### config.mk
export PLATFORM = sky130hd
export DESIGN_NAME = gpu_block_writer
export DESIGN_NICKNAME = d
export VERILOG_FILES = /design/src/rtl/gpu_pkg.sv /design/src/rtl/gpu_block_writer.sv
export SDC_FILE = /design/constraint.sdc
export NUM_CORES = 1
export LEC_CHECK = 0
export CORE_MARGIN = 4
export CORE_UTILIZATION = 43
export CTS_CLUSTER_DIAMETER = 200
export DETAILED_ROUTE_END_ITERATION = 7
export PLACE_DENSITY = 0.88
export SLEW_MARGIN = 20
export SYNTH_ARGS = -nofsm -noshare
export SYNTH_HDL_FRONTEND = slang
export SYNTH_SLANG_ARGS = --single-unit
### constraint.sdc
create_clock -name clk -period 2.6 [get_ports clk]
set_input_delay 0.65 -clock clk [delete_from_list [all_inputs] [get_ports clk]]
set_output_delay 0.65 -clock clk [all_outputs]
set_load 0.03 [all_outputs]
### src/rtl/gpu_pkg.sv
// gpu_pkg: shared types and constants for the GPU block writer
package gpu_pkg;
    typedef enum logic [1:0] {IDLE, FETCH, WRITE, RESP} writer_state_t;
    localparam logic [1:0] AXIL_RESP_OKAY = 2'b00;
    localparam int WORD_BYTES = 4;
endpackage

### src/rtl/gpu_block_writer.sv
// gpu_block_writer: AXI-Lite write master streaming or filling word blocks into GPU space
module gpu_block_writer
    import gpu_pkg::*;
#(
    parameter int ADDR_WIDTH = 24,
    parameter int DATA_WIDTH = 32,
    parameter int STRB_WIDTH = DATA_WIDTH / 8,
    parameter int LEN_WIDTH  = 16
) (
    input  logic                  clk,
    input  logic                  rst,
    input  logic                  cmd_valid,
    output logic                  cmd_ready,
    input  logic [ADDR_WIDTH-1:0] cmd_addr,
    input  logic [LEN_WIDTH-1:0]  cmd_len,
    input  logic                  cmd_fill,
    input  logic [DATA_WIDTH-1:0] cmd_data,
    input  logic                  din_valid,
    output logic                  din_ready,
    input  logic [DATA_WIDTH-1:0] din_data,
    output logic [ADDR_WIDTH-1:0] axil_awaddr,
    output logic [2:0]            axil_awprot,
    output logic                  axil_awvalid,
    input  logic                  axil_awready,
    output logic [DATA_WIDTH-1:0] axil_wdata,
    output logic [STRB_WIDTH-1:0] axil_wstrb,
    output logic                  axil_wvalid,
    input  logic                  axil_wready,
    input  logic [1:0]            axil_bresp,
    input  logic                  axil_bvalid,
    output logic                  axil_bready,
    output logic                  busy,
    output logic                  done,
    output logic                  err
);
    writer_state_t         state_q, state_d;
    logic [ADDR_WIDTH-1:0] addr_q, addr_d;
    logic [LEN_WIDTH-1:0]  cnt_q, cnt_d;
    logic [DATA_WIDTH-1:0] data_q, data_d;
    logic                  fill_q, fill_d;
    logic                  aw_done_q, aw_done_d;
    logic                  w_done_q, w_done_d;
    logic                  done_q, done_d;
    logic                  err_q, err_d;

    assign cmd_ready    = state_q == IDLE;
    assign din_ready    = state_q == FETCH;
    assign axil_awaddr  = addr_q;
    assign axil_awprot  = 3'b000;
    assign axil_awvalid = state_q == WRITE && !aw_done_q;
    assign axil_wdata   = data_q;
    assign axil_wstrb   = '1;
    assign axil_wvalid  = state_q == WRITE && !w_done_q;
    assign axil_bready  = state_q == RESP;
    assign busy         = state_q != IDLE;
    assign done         = done_q;
    assign err          = err_q;

    // Sequencing: command latch, data source, AW/W handshake tracking, response and address step
    always_comb begin
        state_d   = state_q;
        addr_d    = addr_q;
        cnt_d     = cnt_q;
        data_d    = data_q;
        fill_d    = fill_q;
        aw_done_d = aw_done_q;
        w_done_d  = w_done_q;
        done_d    = 1'b0;
        err_d     = err_q;
        case (state_q)
            IDLE: if (cmd_valid) begin
                addr_d  = cmd_addr & ~ADDR_WIDTH'(3);
                cnt_d   = cmd_len;
                data_d  = cmd_data;
                fill_d  = cmd_fill;
                err_d   = 1'b0;
                done_d  = cmd_len == '0;
                state_d = cmd_len == '0 ? IDLE : (cmd_fill ? WRITE : FETCH);
            end
            FETCH: if (din_valid) begin
                data_d  = din_data;
                state_d = WRITE;
            end
            WRITE: begin
                aw_done_d = aw_done_q | axil_awready;
                w_done_d  = w_done_q | axil_wready;
                if (aw_done_d && w_done_d) begin
                    aw_done_d = 1'b0;
                    w_done_d  = 1'b0;
                    state_d   = RESP;
                end
            end
            RESP: if (axil_bvalid) begin
                err_d   = err_q | (axil_bresp != AXIL_RESP_OKAY);
                cnt_d   = cnt_q - LEN_WIDTH'(1);
                addr_d  = addr_q + ADDR_WIDTH'(WORD_BYTES);
                done_d  = cnt_q == LEN_WIDTH'(1);
                state_d = cnt_q == LEN_WIDTH'(1) ? IDLE : (fill_q ? WRITE : FETCH);
            end
            default: state_d = IDLE;
        endcase
    end

    // State register with synchronous active-low reset
    always_ff @(posedge clk) begin
        if (!rst) begin
            state_q   <= IDLE;
            addr_q    <= '0;
            cnt_q     <= '0;
            data_q    <= '0;
            fill_q    <= 1'b0;
            aw_done_q <= 1'b0;
            w_done_q  <= 1'b0;
            done_q    <= 1'b0;
            err_q     <= 1'b0;
        end else begin
            state_q   <= state_d;
            addr_q    <= addr_d;
            cnt_q     <= cnt_d;
            data_q    <= data_d;
            fill_q    <= fill_d;
            aw_done_q <= aw_done_d;
            w_done_q  <= w_done_d;
            done_q    <= done_d;
            err_q     <= err_d;
        end
    end
endmodule
==> run_results.csv, run 1 <==
group,metric,value,unit
sta,max_slew_margin,0.605,
clocking,cts_tree,"done",
sta,hold_viol_final,0,
clocking,path_clk_slew,0.09,ns
min_path,hp-class,"flip-flop to flip-flop",
synth,postSynthAreaPerCell,8.03,sq um
synth,ys_seq_elements,77,
placement,placed_cells,827,
sta,worstMarginPinSlew,0.588,ns
critical_path,worst_setup_path_start_kind,"flip-flop",
synth,yosysUniqueCellTypes,65,
clocking,numCtsBuffers,9,
critical_path,r2r_start,"axil_awaddr[2]",
power,pwr_density_cell,1250,nW/um^2
clocking,root_buffer,"clkbuf_8",
drt,firstDrtPassIters,5,
clocking,ctsResizeCount,3,
floorplan,die_w,109,microns
critical_path,worst-path-buf-inv,2,
global_route,grt_usage,0.242,
drt,routedWlPerCell,17.3,microns
clocking,cts_sinks,77,
sta,drv_slew,0,
critical_path,worstPathCellList,"inv_1 > ha_1 > clkdlybuf4s50_1",
global_route,grt_pass1_vias,4733,
power,irDropWorstVdd,776,uV
clocking,clk_path_buf_depth,2,
sta,max_freq,412,MHz
clocking,post_cts_buffers,0,
floorplan,initial_core_util,0.446,
global_route,grt_max_degree,65,
cells_and_area,mostFrequentLayoutCells,"169 x clkdlybuf4s50_1, 77 x dfxtp_1, 63 x nor2_1",
cells_and_area,diodes,0,
critical_path,worstSetupPathType,"flip-flop to primary output",
synth,synth_edf_count,0,
critical_path,cp_slowest_stage_delay,0.73,ns
placement,dp_hpwl,11000,microns
floorplan,num_io_pins,185,
global_route,gr-total-overflow,0,
placement,routabilityCongestion,0.891,
synth,yosysWarnings,0,
critical_path,r2r_slack,0.41,ns
sta,final-setup-viol-count,0,
critical_path,reg2reg_to,"axil_awaddr[22]",
critical_path,required,1.95,ns
synth,syn_inst,545,
synth,async_reset_ff_frac,0,
sta,period_share,0.933,
cells_and_area,layout.cells.non_filler,843,
placement,numPortBuffers,173,
critical_path,arrival,1.78,ns
outcome,outcome,"finished clean",
synth,synth_top_area_cell,"dfxtp_1",
synth,yosysSeqAreaShare,0.352,
clocking,ctsHoldBuffers,0,
sta,rsz0062_at_grt,"false",
cells_and_area,final_common_cell,"clkdlybuf4s50_1",
drt,wl,14600,microns
critical_path,worstPathMaxFanout,5,
drt,via_per_inst,5.81,
sta,finalCriticalPeriod,2.43,ns
drt,num_vias,4897,
clocking,htree_levels,3,
floorplan,std_cell_rows,36,
cells_and_area,drive_above_1_share,0.0704,
critical_path,cpMaxStageDelayCell,"clkdlybuf4s50_1",
floorplan,core_area,9820,sq um
min_path,whs_path_depth,2,
min_path,holdPathEnd,"err",
min_path,hold_start,"err",
floorplan,dieArea,11900,sq um
synth,synthFlopType,"dfxtp_1",
cells_and_area,nNetsFinal,826,
critical_path,cp-startpoint,"state_q[0]",
synth,synth_top_area_share,0.352,
global_route,grt_pass1_wl,22900,microns
floorplan,die_h,109,microns
critical_path,critPathCaptureType,"primary output",
drt,drtIter0Drc,318,
clocking,insertion_delay,0.36,ns
sta,tns,0,ns
synth,ys_top_cells_by_area,"dfxtp_1 35%, mux2i_1 9.2%, a211oi_1 6.5%",
sta,clock_skew,0.0117,ns
critical_path,r2r_cells,6,
run,drv_cap,0,
drt,drc,0,
critical_path,cp.depth,3,
critical_path,path_delay_family,"buffers and inverters",
cells_and_area,area_growth,48.3,%
drt,ant_nets,0,
synth,post_synth_instance_area,4380,sq um
global_route,antenna_found_initial,0,
power,leakagePower,2.37,nW
-- tightest hold or removal path: cells and delay by family, from the launching register on --
| family | cells | cell delay, ns |
|---|---|---|
| DFF | 1 | 0.31 |
| buffers and inverters | 1 | 0.05 |
| AOI/OAI and AO/OA | 1 | 0.05 |
-- power by group --
group	switching, mW	internal, mW
Sequential	0.461	1.68
Clock	0.466	0.662
Combinational	2.86	1.97
-- cells by family after synthesis --
group | count (synthesis) | synth area share
multiplexers | 41 | 0.0941
other | 2 | 0.00172
adder cells (fa/ha/maj) | 7 | 0.0200
flip-flops | 77 | 0.352
buffers and inverters | 60 | 0.0609
AND/OR/NAND/NOR | 202 | 0.230
AO/OA/AOI/OAI | 156 | 0.241
-- registers in the layout, indices dropped and copies added, names as in the netlist --
signal and flops:
err 1, done 1, state_q 2, cnt_q 16
axil_wdata 32, w_done_q 1, fill_q 1, aw_done_q 1
axil_awaddr 22
-- stage by stage --
stage	instance area [sq um]	util	hold WS, ns	power, mW	setup slack, ns
finish	6490	0.661	0.456	8.10	0.175
CTS	6490	0.661	0.465	8.10	0.146
floorplan	4400	-	0.450	5.18	0.512
global placement	6240	0.636	0.447	6.77	0.196
detailed placement	6240	0.636	0.450	6.97	0.125
global route	6490	0.661	0.479	8.64	0.0822
-- how the worst max path moves through the flow --
stage                                  to
final                           cmd_ready
after global routing            cmd_ready
after CTS                       cmd_ready
after detailed placement  axil_awaddr[22]
after global placement    axil_awaddr[22]
after floorplan           axil_awaddr[20]
-- cell usage after synthesis, drive strengths merged (3+ instances only) --
library cell  instances
mux2i                40
nand3b                3
nand3                22
or3                   3
o211ai                6
o221a                 5
ha                    7
o22ai                12
nor3                 13
inv                  13
buf                  20
a21o                  3
nor4                 11
nor2                 63
a31oi                10
nand2b                3
nand4                 6
and2                  5
nand2                49
a21oi                34
nor2b                 7
dfxtp                77
and3                  8
a211oi               38
o21ai                21
clkbuf               26
-- area by class of cell --
cell class	instances	area, sq um
fill	833	3330
multi-input combinational	415	2610
timing repair buffer	188	1880
sequential	77	1540
tap	133	166
clock buffer	10	138
clock inverter	6	110
inverter	14	52.6
-- metal layers --
| layer | wire (microns) | part of all wire | GRT usage |
|---|---|---|---|
| met5 | 0 | 0 | 0 |
| met3 | 1500 | 0.10 | 0.0699 |
| met2 | 7240 | 0.50 | 0.418 |
| met1 | 5540 | 0.38 | 0.276 |
| met4 | 341 | 0.023 | 0.109 |
Note: power is estimated with default switching activity, not from simulation.
==> run 2, diff against run 1 <==
CORE_ASPECT_RATIO = 1.5   (was default)
CORE_UTILIZATION = 44   (was 43)
CTS_BUF_LIST = sky130_fd_sc_hd__clkbuf_2 sky130_fd_sc_hd__clkbuf_4 sky130_fd_sc_hd__clkbuf_8   (was default)
PLACE_DENSITY = 0.89   (was 0.88)
==> run 2 against run 1 <==
Compared with the run above: flip-flop and latch count did not move; die area fell by 1.8%; worst hold slack improved by 0.024 ns; non-clock buffer count rose by 3; via count rose by 0.80%; sequential share of layout area rose by 0.22 points; register-to-register slack got worse by 0.05 ns; maximum frequency rose by 2.9%; clock-buffer cell count did not move; clock power fell by 21%; wire length rose by 0.26%; critical path type unchanged; first-iteration DRC count rose by 13%.
==> run_results.csv, run 2 (same netlist as run 1, synthesis figures left out) <==
group,metric,value,unit
outcome,outcome,"finished clean",
drt,via_per_inst,5.97,
power,pwr_density_cell,1220,nW/um^2
global_route,gr-usage-met2,0.433,
global_route,gr-usage-met1,0.276,
clocking,cts_sinks,77,
global_route,gr-total-overflow,0,
sta,rsz0062_at_grt,"false",
floorplan,die_w,89.4,microns
clocking,htree_levels,3,
sta,max_freq,424,MHz
global_route,grt_pass1_wl,23100,microns
drt,wl,14700,microns
cells_and_area,area_growth,46.9,%
clocking,root_buffer,"clkbuf_8",
floorplan,initial_core_util,0.452,
sta,max_slew_margin,0.624,
critical_path,arrival,1.71,ns
global_route,antenna_found_initial,0,
placement,numPortBuffers,173,
floorplan,std_cell_rows,44,
placement,dp_hpwl,11200,microns
global_route,grt_max_degree,65,
clocking,post_cts_buffers,0,
critical_path,worstPathMaxFanout,9,
global_route,use_met3,0.0878,
clocking,ctsResizeCount,2,
clocking,numCtsBuffers,9,
placement,routabilityCongestion,0.954,
critical_path,worstSetupPathType,"flip-flop to primary output",
floorplan,die_h,130,microns
drt,firstDrtPassIters,5,
drt,drc,0,
run,drv_cap,0,
drt,drtIter0Drc,358,
sta,worstMarginPinSlew,0.559,ns
cells_and_area,drive_above_1_share,0.0744,
floorplan,dieArea,11600,sq um
sta,finalCriticalPeriod,2.36,ns
cells_and_area,diodes,0,
clocking,path_clk_slew,0.08,ns
clocking,cts_tree,"done",
critical_path,cp_slowest_stage_delay,0.41,ns
floorplan,core_area,9690,sq um
sta,final-setup-viol-count,0,
sta,tns,0,ns
sta,period_share,0.907,
clocking,clk_path_buf_depth,2,
min_path,hp-class,"flip-flop to flip-flop",
sta,drv_slew,0,
critical_path,worst_setup_path_start_kind,"flip-flop",
drt,num_vias,4936,
power,leakagePower,2.38,nW
critical_path,critPathCaptureType,"primary output",
global_route,grt_usage,0.252,
cells_and_area,mostFrequentLayoutCells,"167 x clkdlybuf4s50_1, 77 x dfxtp_1, 63 x nor2_1",
cells_and_area,finish.utilization,0.663,
cells_and_area,final_common_cell,"clkdlybuf4s50_1",
critical_path,worstPathCellList,"inv_1 > ha_1 > nor2b_1 > dlygate4sd2_1",
drt,ant_nets,0,
cells_and_area,nNetsFinal,829,
clocking,insertion_delay,0.36,ns
cells_and_area,largest_reg_flops,32,
clocking,ctsHoldBuffers,0,
floorplan,num_io_pins,185,
sta,clock_skew,0.0115,ns
sta,hold_viol_final,0,
global_route,top_usage_layer,"met2",
power,irDropWorstVdd,729,uV
critical_path,cpMaxStageDelayCell,"dlygate4sd2_1",
critical_path,required,1.95,ns
global_route,grt_pass1_vias,4931,
drt,routedWlPerCell,17.7,microns
==> run 2: path summary, 6_finish.rpt <==
| kind | startpoint | end | slack (ns) | cells after the start |
|---|---|---|---|---|
| setup / recovery | state_q[0] | axil_awvalid | 0.24 | 4 |
| hold reg to reg | err | err | 0.48 | 2 |
| hold / removal | err | err | 0.48 | 2 |
| setup reg to reg | state_q[0] | axil_awaddr[22] | 0.36 | 8 |
==> run 2: report_power, final <==
| group | leakage (nW) | internal (mW) | total (mW) | switching, mW |
|---|---|---|---|---|
| combinational | 1.65 | 1.96 | 4.81 | 2.84 |
| clock | 0.0953 | 0.444 | 0.892 | 0.448 |
| sequential | 0.637 | 1.68 | 2.14 | 0.461 |
==> run 2: critical path, delay by kind of cell (launching register included) <==
kind | cells | cell delay, ns
adder cells (fa/ha/maj) | 1 | 0.30
buffers and inverters | 2 | 0.50
AND/OR/NAND/NOR | 1 | 0.19
flip-flops | 1 | 0.36
==> run 2: area by class of cell <==
cell class	count	area, sq um
fillers	783	3260
flip-flops and latches	77	1540
clock inverters	5	52.6
well taps	115	144
clock buffers	10	131
repair buffers	191	1900
inverters	14	52.6
multi-input cells	415	2610
==> run 2: per-layer routing <==
metal	wire length, microns	up-vias
li1	-	2327
met1	5390	2285
met2	7230	278
met3	1510	46
met4	523	0
met5	0	-
==> run 2: stage by stage <==
| stage | cell area, sq um | worst slack, ns | power (mW) | hold slack (ns) | instances |
|---|---|---|---|---|---|
| 6_report | 6430 | 0.243 | 7.84 | 0.480 | 827 |
| 3_5_place_dp | 6240 | 0.182 | 6.94 | 0.466 | 812 |
| 2_1_floorplan | 4400 | 0.512 | 5.18 | 0.450 | 552 |
| 4_1_cts | 6420 | 0.0302 | 7.85 | 0.479 | 827 |
| 5_1_grt | 6430 | 0.182 | 8.36 | 0.512 | 827 |
| 3_3_place_gp | 6240 | 0.255 | 6.78 | 0.447 | 812 |
